--- src/rtl/muldiv_seq.sv ---
`default_nettype none
// ============================================================================
//  Module      : muldiv_seq
//  Description : Iterative RV32M multiply/divide sequencer. A radix-2
//                shift-add (multiply) / restoring shift-subtract (divide)
//                engine driven by a four-state FSM. Operands are reduced to
//                magnitudes on acceptance and the sign is restored at the
//                end, so the datapath itself is purely unsigned.
//  Ports       : clk      - system clock, rising edge
//                rst      - synchronous active-high reset
//                start    - request strobe, honoured only in IDLE
//                op[2:0]  - RV32M funct3 (MUL..REMU)
//                rs1_val  - dividend / multiplicand
//                rs2_val  - divisor / multiplier
//                kill     - pipeline flush, aborts any operation in flight
//                busy     - high from acceptance through the done cycle
//                done     - one-cycle completion pulse
//                result   - registered result, held until the next done
//  Revision    : 1.0 - initial release
// ============================================================================
module muldiv_seq #(
    parameter int XLEN = 32
) (
    input  logic            clk,
    input  logic            rst,
    input  logic            start,
    input  logic [2:0]      op,
    input  logic [XLEN-1:0] rs1_val,
    input  logic [XLEN-1:0] rs2_val,
    input  logic            kill,
    output logic            busy,
    output logic            done,
    output logic [XLEN-1:0] result
);

    localparam int            c_CNT_W    = $clog2(XLEN);
    localparam logic [c_CNT_W-1:0] c_CNT_LOAD = c_CNT_W'(XLEN - 1);
    localparam logic [XLEN-1:0] c_INT_MIN  = {1'b1, {(XLEN-1){1'b0}}};
    localparam logic [XLEN-1:0] c_ALL_ONES = {XLEN{1'b1}};

    // funct3 encodings
    localparam logic [2:0] c_OP_MUL    = 3'd0;
    localparam logic [2:0] c_OP_MULH   = 3'd1;
    localparam logic [2:0] c_OP_MULHSU = 3'd2;
    localparam logic [2:0] c_OP_DIV    = 3'd4;
    localparam logic [2:0] c_OP_REM    = 3'd6;

    // FSM encoding
    localparam logic [1:0] c_ST_IDLE = 2'd0;
    localparam logic [1:0] c_ST_CALC = 2'd1;
    localparam logic [1:0] c_ST_FIX  = 2'd2;
    localparam logic [1:0] c_ST_DONE = 2'd3;

    logic [1:0]         r_state;
    logic [c_CNT_W-1:0] r_cnt;
    logic [2:0]         r_op;
    logic               r_neg;
    // r_hi: product high word (multiply) or partial remainder R (divide).
    // R is always below the divisor, so its 33rd bit only ever exists in the
    // shifted trial value and never needs to be stored.
    logic [XLEN-1:0]    r_hi;
    // r_lo: multiplier / product low word (multiply) or quotient Q (divide)
    logic [XLEN-1:0]    r_lo;
    // r_opnd: multiplicand magnitude (multiply) or divisor magnitude (divide)
    logic [XLEN-1:0]    r_opnd;

    // ------------------------------------------------------------------
    // Acceptance-time decode
    // ------------------------------------------------------------------
    logic            w_sgn1;
    logic            w_sgn2;
    logic            w_neg1;
    logic            w_neg2;
    logic [XLEN-1:0] w_mag1;
    logic [XLEN-1:0] w_mag2;
    logic            w_neg;
    logic            w_div_zero;
    logic            w_div_ovf;
    logic            w_special;
    logic [XLEN-1:0] w_special_val;

    assign w_sgn1 = (op == c_OP_MULH) || (op == c_OP_MULHSU) ||
                    (op == c_OP_DIV)  || (op == c_OP_REM);
    assign w_sgn2 = (op == c_OP_MULH) || (op == c_OP_DIV) || (op == c_OP_REM);

    assign w_neg1 = w_sgn1 & rs1_val[XLEN-1];
    assign w_neg2 = w_sgn2 & rs2_val[XLEN-1];

    assign w_mag1 = w_neg1 ? (~rs1_val + 1'b1) : rs1_val;
    assign w_mag2 = w_neg2 ? (~rs2_val + 1'b1) : rs2_val;

    // A remainder takes the sign of the dividend only
    assign w_neg = (op == c_OP_REM) ? w_neg1 : (w_neg1 ^ w_neg2);

    assign w_div_zero = op[2] && (rs2_val == '0);
    assign w_div_ovf  = ((op == c_OP_DIV) || (op == c_OP_REM)) &&
                        (rs1_val == c_INT_MIN) && (rs2_val == c_ALL_ONES);
    assign w_special  = w_div_zero || w_div_ovf;

    // op[1] distinguishes REM* from DIV*
    always_comb begin
        w_special_val = '0;
        if (w_div_zero) begin
            w_special_val = op[1] ? rs1_val : c_ALL_ONES;
        end else begin
            w_special_val = op[1] ? '0 : c_INT_MIN;
        end
    end

    // ------------------------------------------------------------------
    // Iteration datapath
    // ------------------------------------------------------------------
    logic [XLEN:0]   w_mul_sum;
    logic [XLEN:0]   w_div_rsh;
    logic [XLEN+1:0] w_div_trial;
    logic            w_div_ge;

    // Carry of the add lands in bit XLEN and is shifted back into hi
    assign w_mul_sum   = {1'b0, r_hi} + (r_lo[0] ? {1'b0, r_opnd} : '0);
    assign w_div_rsh   = {r_hi, r_lo[XLEN-1]};
    assign w_div_trial = {1'b0, w_div_rsh} - {2'b00, r_opnd};
    assign w_div_ge    = ~w_div_trial[XLEN+1];

    // ------------------------------------------------------------------
    // Sign fix-up
    // ------------------------------------------------------------------
    logic [2*XLEN-1:0] w_prod;
    logic [2*XLEN-1:0] w_prod_s;
    logic [XLEN-1:0]   w_div_mag;
    logic [XLEN-1:0]   w_div_s;
    logic [XLEN-1:0]   w_fix_val;

    // MULH/MULHSU must negate the full 64-bit product before taking the
    // upper half, otherwise the borrow from the low word is lost.
    assign w_prod    = {r_hi, r_lo};
    assign w_prod_s  = r_neg ? (~w_prod + 1'b1) : w_prod;
    assign w_div_mag = r_op[1] ? r_hi : r_lo;
    assign w_div_s   = r_neg ? (~w_div_mag + 1'b1) : w_div_mag;

    always_comb begin
        w_fix_val = '0;
        if (r_op[2]) begin
            w_fix_val = w_div_s;
        end else if (r_op == c_OP_MUL) begin
            w_fix_val = w_prod_s[XLEN-1:0];
        end else begin
            w_fix_val = w_prod_s[2*XLEN-1:XLEN];
        end
    end

    // ------------------------------------------------------------------
    // Sequencer
    // ------------------------------------------------------------------
    always_ff @(posedge clk) begin
        if (rst) begin
            r_state <= c_ST_IDLE;
            r_cnt   <= '0;
            r_op    <= '0;
            r_neg   <= 1'b0;
            r_hi    <= '0;
            r_lo    <= '0;
            r_opnd  <= '0;
            busy    <= 1'b0;
            done    <= 1'b0;
            result  <= '0;
        end else if (kill) begin
            // Abort: result deliberately left untouched
            r_state <= c_ST_IDLE;
            busy    <= 1'b0;
            done    <= 1'b0;
        end else begin
            case (r_state)
                c_ST_IDLE: begin
                    busy <= 1'b0;
                    done <= 1'b0;
                    if (start) begin
                        r_op  <= op;
                        r_neg <= w_neg;
                        busy  <= 1'b1;
                        if (w_special) begin
                            result  <= w_special_val;
                            done    <= 1'b1;
                            r_state <= c_ST_DONE;
                        end else begin
                            r_hi    <= '0;
                            r_lo    <= op[2] ? w_mag1 : w_mag2;
                            r_opnd  <= op[2] ? w_mag2 : w_mag1;
                            r_cnt   <= c_CNT_LOAD;
                            r_state <= c_ST_CALC;
                        end
                    end
                end

                c_ST_CALC: begin
                    if (r_op[2]) begin
                        r_hi <= w_div_ge ? w_div_trial[XLEN-1:0] : w_div_rsh[XLEN-1:0];
                        r_lo <= {r_lo[XLEN-2:0], w_div_ge};
                    end else begin
                        r_hi <= w_mul_sum[XLEN:1];
                        r_lo <= {w_mul_sum[0], r_lo[XLEN-1:1]};
                    end
                    if (r_cnt == '0) begin
                        r_state <= c_ST_FIX;
                    end else begin
                        r_cnt <= r_cnt - 1'b1;
                    end
                end

                c_ST_FIX: begin
                    result  <= w_fix_val;
                    done    <= 1'b1;
                    r_state <= c_ST_DONE;
                end

                c_ST_DONE: begin
                    done    <= 1'b0;
                    busy    <= 1'b0;
                    r_state <= c_ST_IDLE;
                end

                default: begin
                    r_state <= c_ST_IDLE;
                end
            endcase
        end
    end

endmodule
`default_nettype wire

--- config.mk ---
export PLATFORM = sky130hd
export DESIGN_NAME = muldiv_seq
export DESIGN_NICKNAME = d
export VERILOG_FILES = /design/src/rtl/muldiv_seq.sv
export SDC_FILE = /design/constraint.sdc
export NUM_CORES = 1
export LEC_CHECK = 0
export CAP_MARGIN = 20
export CORE_MARGIN = 5
export CORE_UTILIZATION = 60
export DETAILED_ROUTE_END_ITERATION = 7
export GPL_TIMING_DRIVEN = 1
export PLACE_DENSITY = 0.81
export SLEW_MARGIN = 10
export SYNTH_ARGS = -nofsm -noshare
export SYNTH_HDL_FRONTEND = slang
export SYNTH_SLANG_ARGS = --single-unit
--- constraint.sdc ---
create_clock -name clk -period 4.79 [get_ports clk]
set_input_delay 0.958 -clock clk [delete_from_list [all_inputs] [get_ports clk]]
set_output_delay 0.958 -clock clk [all_outputs]
set_load 0.02 [all_outputs]
Word level (Yosys, flattened, before mapping)
Cells that the tools add are included.
- bitwise logic cells: 10
- reduce and logical (&&, ||, !) cells: 25
- mux-type cells: 39
- order comparisons: 0
- multiply operators: 0
- shift operators: 0
- divide/modulo/power cells: 0
- equal/unequal tests: 14
- add/sub/neg operators: 7
- operator list (kind ; number):
    32-bit two-way mux ; 21
    32-bit case mux with 2 select lines ; 3
    32-bit by 1-bit adder with 32-bit output, second input constant ; 3
    32-bit NOT ; 3
    64-bit by 1-bit adder with 64-bit output, second input constant ; 1
    32-bit equality test, second input constant ; 2
    64-bit two-way mux ; 1
    64-bit NOT ; 1
    33-bit by 32-bit subtractor with 34-bit output ; 1
    32-bit by 32-bit adder with 33-bit output ; 1
    32-bit zero test ; 1
    5-bit two-way mux ; 3
    4-bit AND reduction ; 3
    2-bit != test, second input constant ; 5
    5-bit case mux with 2 select lines ; 1
    2-bit case mux with 4 select lines ; 1
    1-bit logical OR ; 7
    3-bit equality test, second input constant ; 2
    2-bit two-way mux ; 3
    2-bit nonzero test ; 3
    5-bit zero test ; 1
    5-bit AND reduction ; 1
    5-bit by 1-bit subtractor with 5-bit output, second input constant ; 1
    2-bit equality test, second input constant ; 2
    other kinds (16) ; 24
- bits in read-only memories: 0
- latch bits: 0
- flip-flop bits (word level): 141
- logic and storage cells: 105
- RAM bits: 0
- memories kept: 0

Longest topological paths before layout
- depth after elaboration: 10
- mapped depth: 16

Worst setup path before layout
No wires, ideal clock.
- kind: reg2reg
- start point: register r_op[1]
- end point: register result[16]
- slack: 0.471 ns
- stages on the path, launching flop included: 17
- arrival time: 4.234 ns
- library setup time: 0.086 ns
- clock period less this slack: 4.319 ns
- path buffers: 6
- data required time: 4.704 ns
- cells stage by stage: dfxtp_1 > buf_2 > buf_1 > clkbuf_1 > clkbuf_1 > clkbuf_1 > buf_1 > mux2i_1 > ha_1 > o211ai_1 > nor3_1 > a21oi_1 > nor2_1 > xnor2_1 > o221ai_1 > a21oi_1 > a211oi_1
- cells in the longest elaborated chain, start to end: 6
- RTL lines (element ; line ; RTL):
    from (decl) ; 56 ; logic [2:0] r_op;
    from (signal assigned) ; 177 ; r_op <= op;
    32-bit two-way mux ; 137 ; assign w_div_mag = r_op[1] ? r_hi : r_lo;
    32-bit NOT ; 138 ; assign w_div_s = r_neg ? (~w_div_mag + 1'b1) : w_div_mag;
    32-bit by 1-bit adder with 32-bit output ; 138 ;
    32-bit two-way mux ; 138 ;
    32-bit two-way mux (*) ; 142 ; if (r_op[2]) begin
    32-bit case mux with 2 select lines (*) ; 172 ; case (r_state)
    to (signal assigned) ; 181 ; result <= w_special_val;
    to (signal assigned) ; 210 ; result <= w_fix_val;
    to (decl) ; 33 ; output logic [XLEN-1:0] result
Mark *: on every way between the ends. The rest lies on a longest branch, timed or not.
A chain may end at the register's enable or synchronous reset.

Final worst setup path
- start point: input port rs1_val[14]
- end point: register result[6]
- cells in the longest elaborated chain, start to end: 6
- RTL lines (element ; line ; RTL):
    from (decl) ; 28 ; input logic [XLEN-1:0] rs1_val,
    32-bit equality test ; 97 ; (rs1_val == c_INT_MIN) && (rs2_val == c_ALL_ONES);
    1-bit logical AND ; 96 ; assign w_div_ovf = ((op == c_OP_DIV) || (op == c_OP_REM)) &&
    1-bit logical AND ; 97 ;
    1-bit logical OR ; 98 ; assign w_special = w_div_zero || w_div_ovf;
    2-bit != test (no source line) ; -- ;
    4-bit AND reduction (no source line) ; -- ;
No other way between the ends.

==> impl_metrics.json <==
{
  "criticalPathCategory": "in -> reg",
  "syn_area_um2": 15700,
  "grt_pass1_vias": 16800,
  "synth_seq_area_share_pct": 18.0,
  "wire_per_inst_um": 24.2,
  "drt_pass1_iterations": 8,
  "cp_slowest_cell": "o31ai_1",
  "final.setup.tns_ps": 0,
  "netlist.area_leader.share_pct": 18.0,
  "cpPeakStageDelay_ps": 870,
  "power.switching_mw": 1.77,
  "grt_start_max_net_pins": 84,
  "grt_overflow": 0,
  "synth_edf_count": 0,
  "fin_crit_ps": 4620,
  "reg2regPathDepth": 11,
  "antenna_found_initial": 1,
  "slew_headroom_pct": 22.2,
  "postCtsResizedCells": 0,
  "synth_top_area_cell": "dfxtp_1",
  "synth_area_leaders": "dfxtp_1 (18%), nor2_1 (6.6%), xnor2_1 (6.2%)",
  "synthMostInstantiatedCell": "nor2_1",
  "synthCells": 2263,
  "combPwrFrac_pct": 36.6,
  "fp-row-count": 59,
  "drc_errors": 17,
  "drtAntennaViolNets": 0,
  "post-place-ws_ps": -157,
  "intPower_mw": 2.52,
  "worst_slack_ps": 174,
  "max_freq_mhz": 217,
  "multiInputGateArea_um2": 11900,
  "cts_root_buf": "clkbuf_16",
  "ff_latch_area_um2": 2830,
  "grt_pass1_wl_mm": 97.1,
  "io_pins": 105,
  "dieHeight_um": 172,
  "reg2reg_setup_slack_ps": 560,
  "p_per_area_nw_per_um2": 242,
  "timing.rr.start": "r_op[1]",
  "slew_viol_final": 0,
  "ys.flop_type": "dfxtp_1",
  "cp.required_ps": 5100,
  "fp.dieW_um": 172,
  "rsz0062_at_grt": "no",
  "endpoint": "result[6]",
  "yosys-top-cells-count": "nor2_1 (277), nand2_1 (205), a21oi_1 (183)",
  "routed_wl_mm": 63.7,
  "viasPerCell": 6.93,
  "post-route-cell-area_um2": 17700,
  "cts.sinks": 141,
  "synthArstFlopShare_pct": 0,
  "hold_path.class": "reg -> reg",
  "htree_levels": 4,
  "p_sw_share_pct": 41.2,
  "pwr-share-seq_pct": 31.0,
  "ir_drop_mv": 0.226,
  "p_leak_nw": 6.72,
  "avgSynthCellArea_um2": 6.94,
  "antennaDiodeCount": 0,
  "end_kind": "register",
  "synth_nets": 2412,
  "nFillCells": 2329,
  "placed_area_um2": 17100,
  "start_kind": "input port",
  "crit_arrival_ps": 4930,
  "worstPathMaxFanout": 21,
  "cts_setup_buffers": 0,
  "grt_usage_pct": 42.3,
  "final_core_util_pct": 68.3,
  "clock_latency_ps": 450,
  "first_iter_violations": 2834,
  "core-area_um2": 25900,
  "gp_congestion": 1.08,
  "ys_warn_count": 0,
  "area_growth_pct": 12.7,
  "portBuffers": 104,
  "dieArea_um2": 29500,
  "crit_start": "rs1_val[14]",
  "total_power_mw": 4.29,
  "r2r_end": "result[20]",
  "fin_nets": 2439,
  "violations": "design-rule violations",
  "drv_cap": 0,
  "setup_viol_count_final": 0,
  "post-dp-hpwl_mm": 49.1,
  "status": "finished, violations left",
  "p_clk_share_pct": 32.4,
  "yosysUniqueCellTypes": 79,
  "clkTransAtPathRegs_ps": 80,
  "cts_tree": "yes",
  "finalHoldViolations": 0,
  "cts_buffers": 17,
  "finalCritPeriodShare_pct": 96.4,
  "synth_seq_cells": 141,
  "crit_chain": "clkdlybuf4s50_1, or4_1, nor4b_1, nand2_1, o31ai_1, nand3_1, a21oi_4, o221ai_1, o22ai_1, nor2_1",
  "worst_pin_slew_ps": 1170,
  "vias": 18300,
  "postCtsHoldBufs": 0,
  "drive_gt1_share_pct": 7.60,
  "clock_path_buffers": 2,
  "start_util_pct": 60.6,
  "clock_skew_ps": 30.6
}
[cell usage in the layout, fill, tap and decap left out, drive strengths merged, types with 17 or more instances in the layout]
cell	n
a211oi	52
a21o	35
a21oi	183
a31oi	43
and2	17
buf	81
clkbuf	17
clkdlybuf4s50	102
dfxtp	141
ha	76
inv	91
mux2	24
mux2i	77
nand2	205
nand3	40
nand4	26
nor2	277
nor3	85
nor4	22
o211ai	38
o21ai	170
o22ai	20
o31ai	30
o41ai	18
or3	20
xnor2	111
xor2	67
[per-stage QoR]
stage	hold WS, ps	std cells
3_5_place_dp	448	2605
4_1_cts	456	2637
2_1_floorplan	432	2263
3_3_place_gp	440	2605
5_1_grt	468	2638
6_report	455	2638
[worst min path at each step]
stage | startpoint | endpoint | cells after the start | slack [ps]
2_1_floorplan | r_opnd[16] | r_opnd[16] | 2 | 430
3_3_place_gp | r_opnd[15] | r_opnd[15] | 2 | 440
3_5_place_dp | r_opnd[3] | r_opnd[3] | 2 | 450
4_1_cts | r_opnd[29] | r_opnd[29] | 2 | 460
5_1_grt | r_opnd[28] | r_opnd[28] | 2 | 470
6_report | r_opnd[29] | r_opnd[29] | 2 | 460
[state kept, by name, summed over array words and instances, names as in the netlist]
register / cells
r_state: 2
busy: 1
r_cnt: 5
result: 32
r_op: 3
r_opnd: 32
r_lo: 32
done: 1
r_neg: 1
r_hi: 32
[kinds of logic after synthesis]
kind of cell / after synthesis / synth area share, %
adders and majority gates: 78 / 6.31
and+or+nand+nor: 786 / 23.4
muxes: 101 / 6.63
AOI/OAI and AO/OA: 720 / 29.3
buffers and inverters: 259 / 6.45
DFF: 141 / 18.0
xor gates and xnor gates: 178 / 9.93
[layer usage]
layer | wire length [um] | GRT usage [%]
met1 | 24900 | 56.4
met2 | 26900 | 62.8
met3 | 7640 | 10.5
met4 | 4270 | 22.9
met5 | 16 | 0
[power by group through the flow]
stage | clock network (mW) | registers (mW) | logic [mW]
2_1_floorplan | 0 | 1.29 | 1.06
3_3_place_gp | 0 | 1.34 | 1.49
3_5_place_dp | 0 | 1.34 | 1.50
4_1_cts | 1.38 | 1.32 | 1.51
5_1_grt | 1.44 | 1.33 | 1.67
6_report | 1.39 | 1.33 | 1.57
[area by class of cell]
| type | count | area share (%) |
|---|---|---|
| clock buffer | 17 | 2.40 |
| multi-input combinational | 1863 | 67.2 |
| timing repair buffer | 183 | 9.26 |
| inverter | 84 | 1.78 |
| clock inverter | 15 | 1.02 |
| sequential | 141 | 16.0 |
| tap | 335 | 2.37 |
[worst max-delay path, delay by kind of cell]
family / cells / cell delay [ps]
compound gates: 4 / 1890
buf+inv: 1 / 470
simple gates: 5 / 1600
Note: power is estimated with default switching activity, not from simulation.
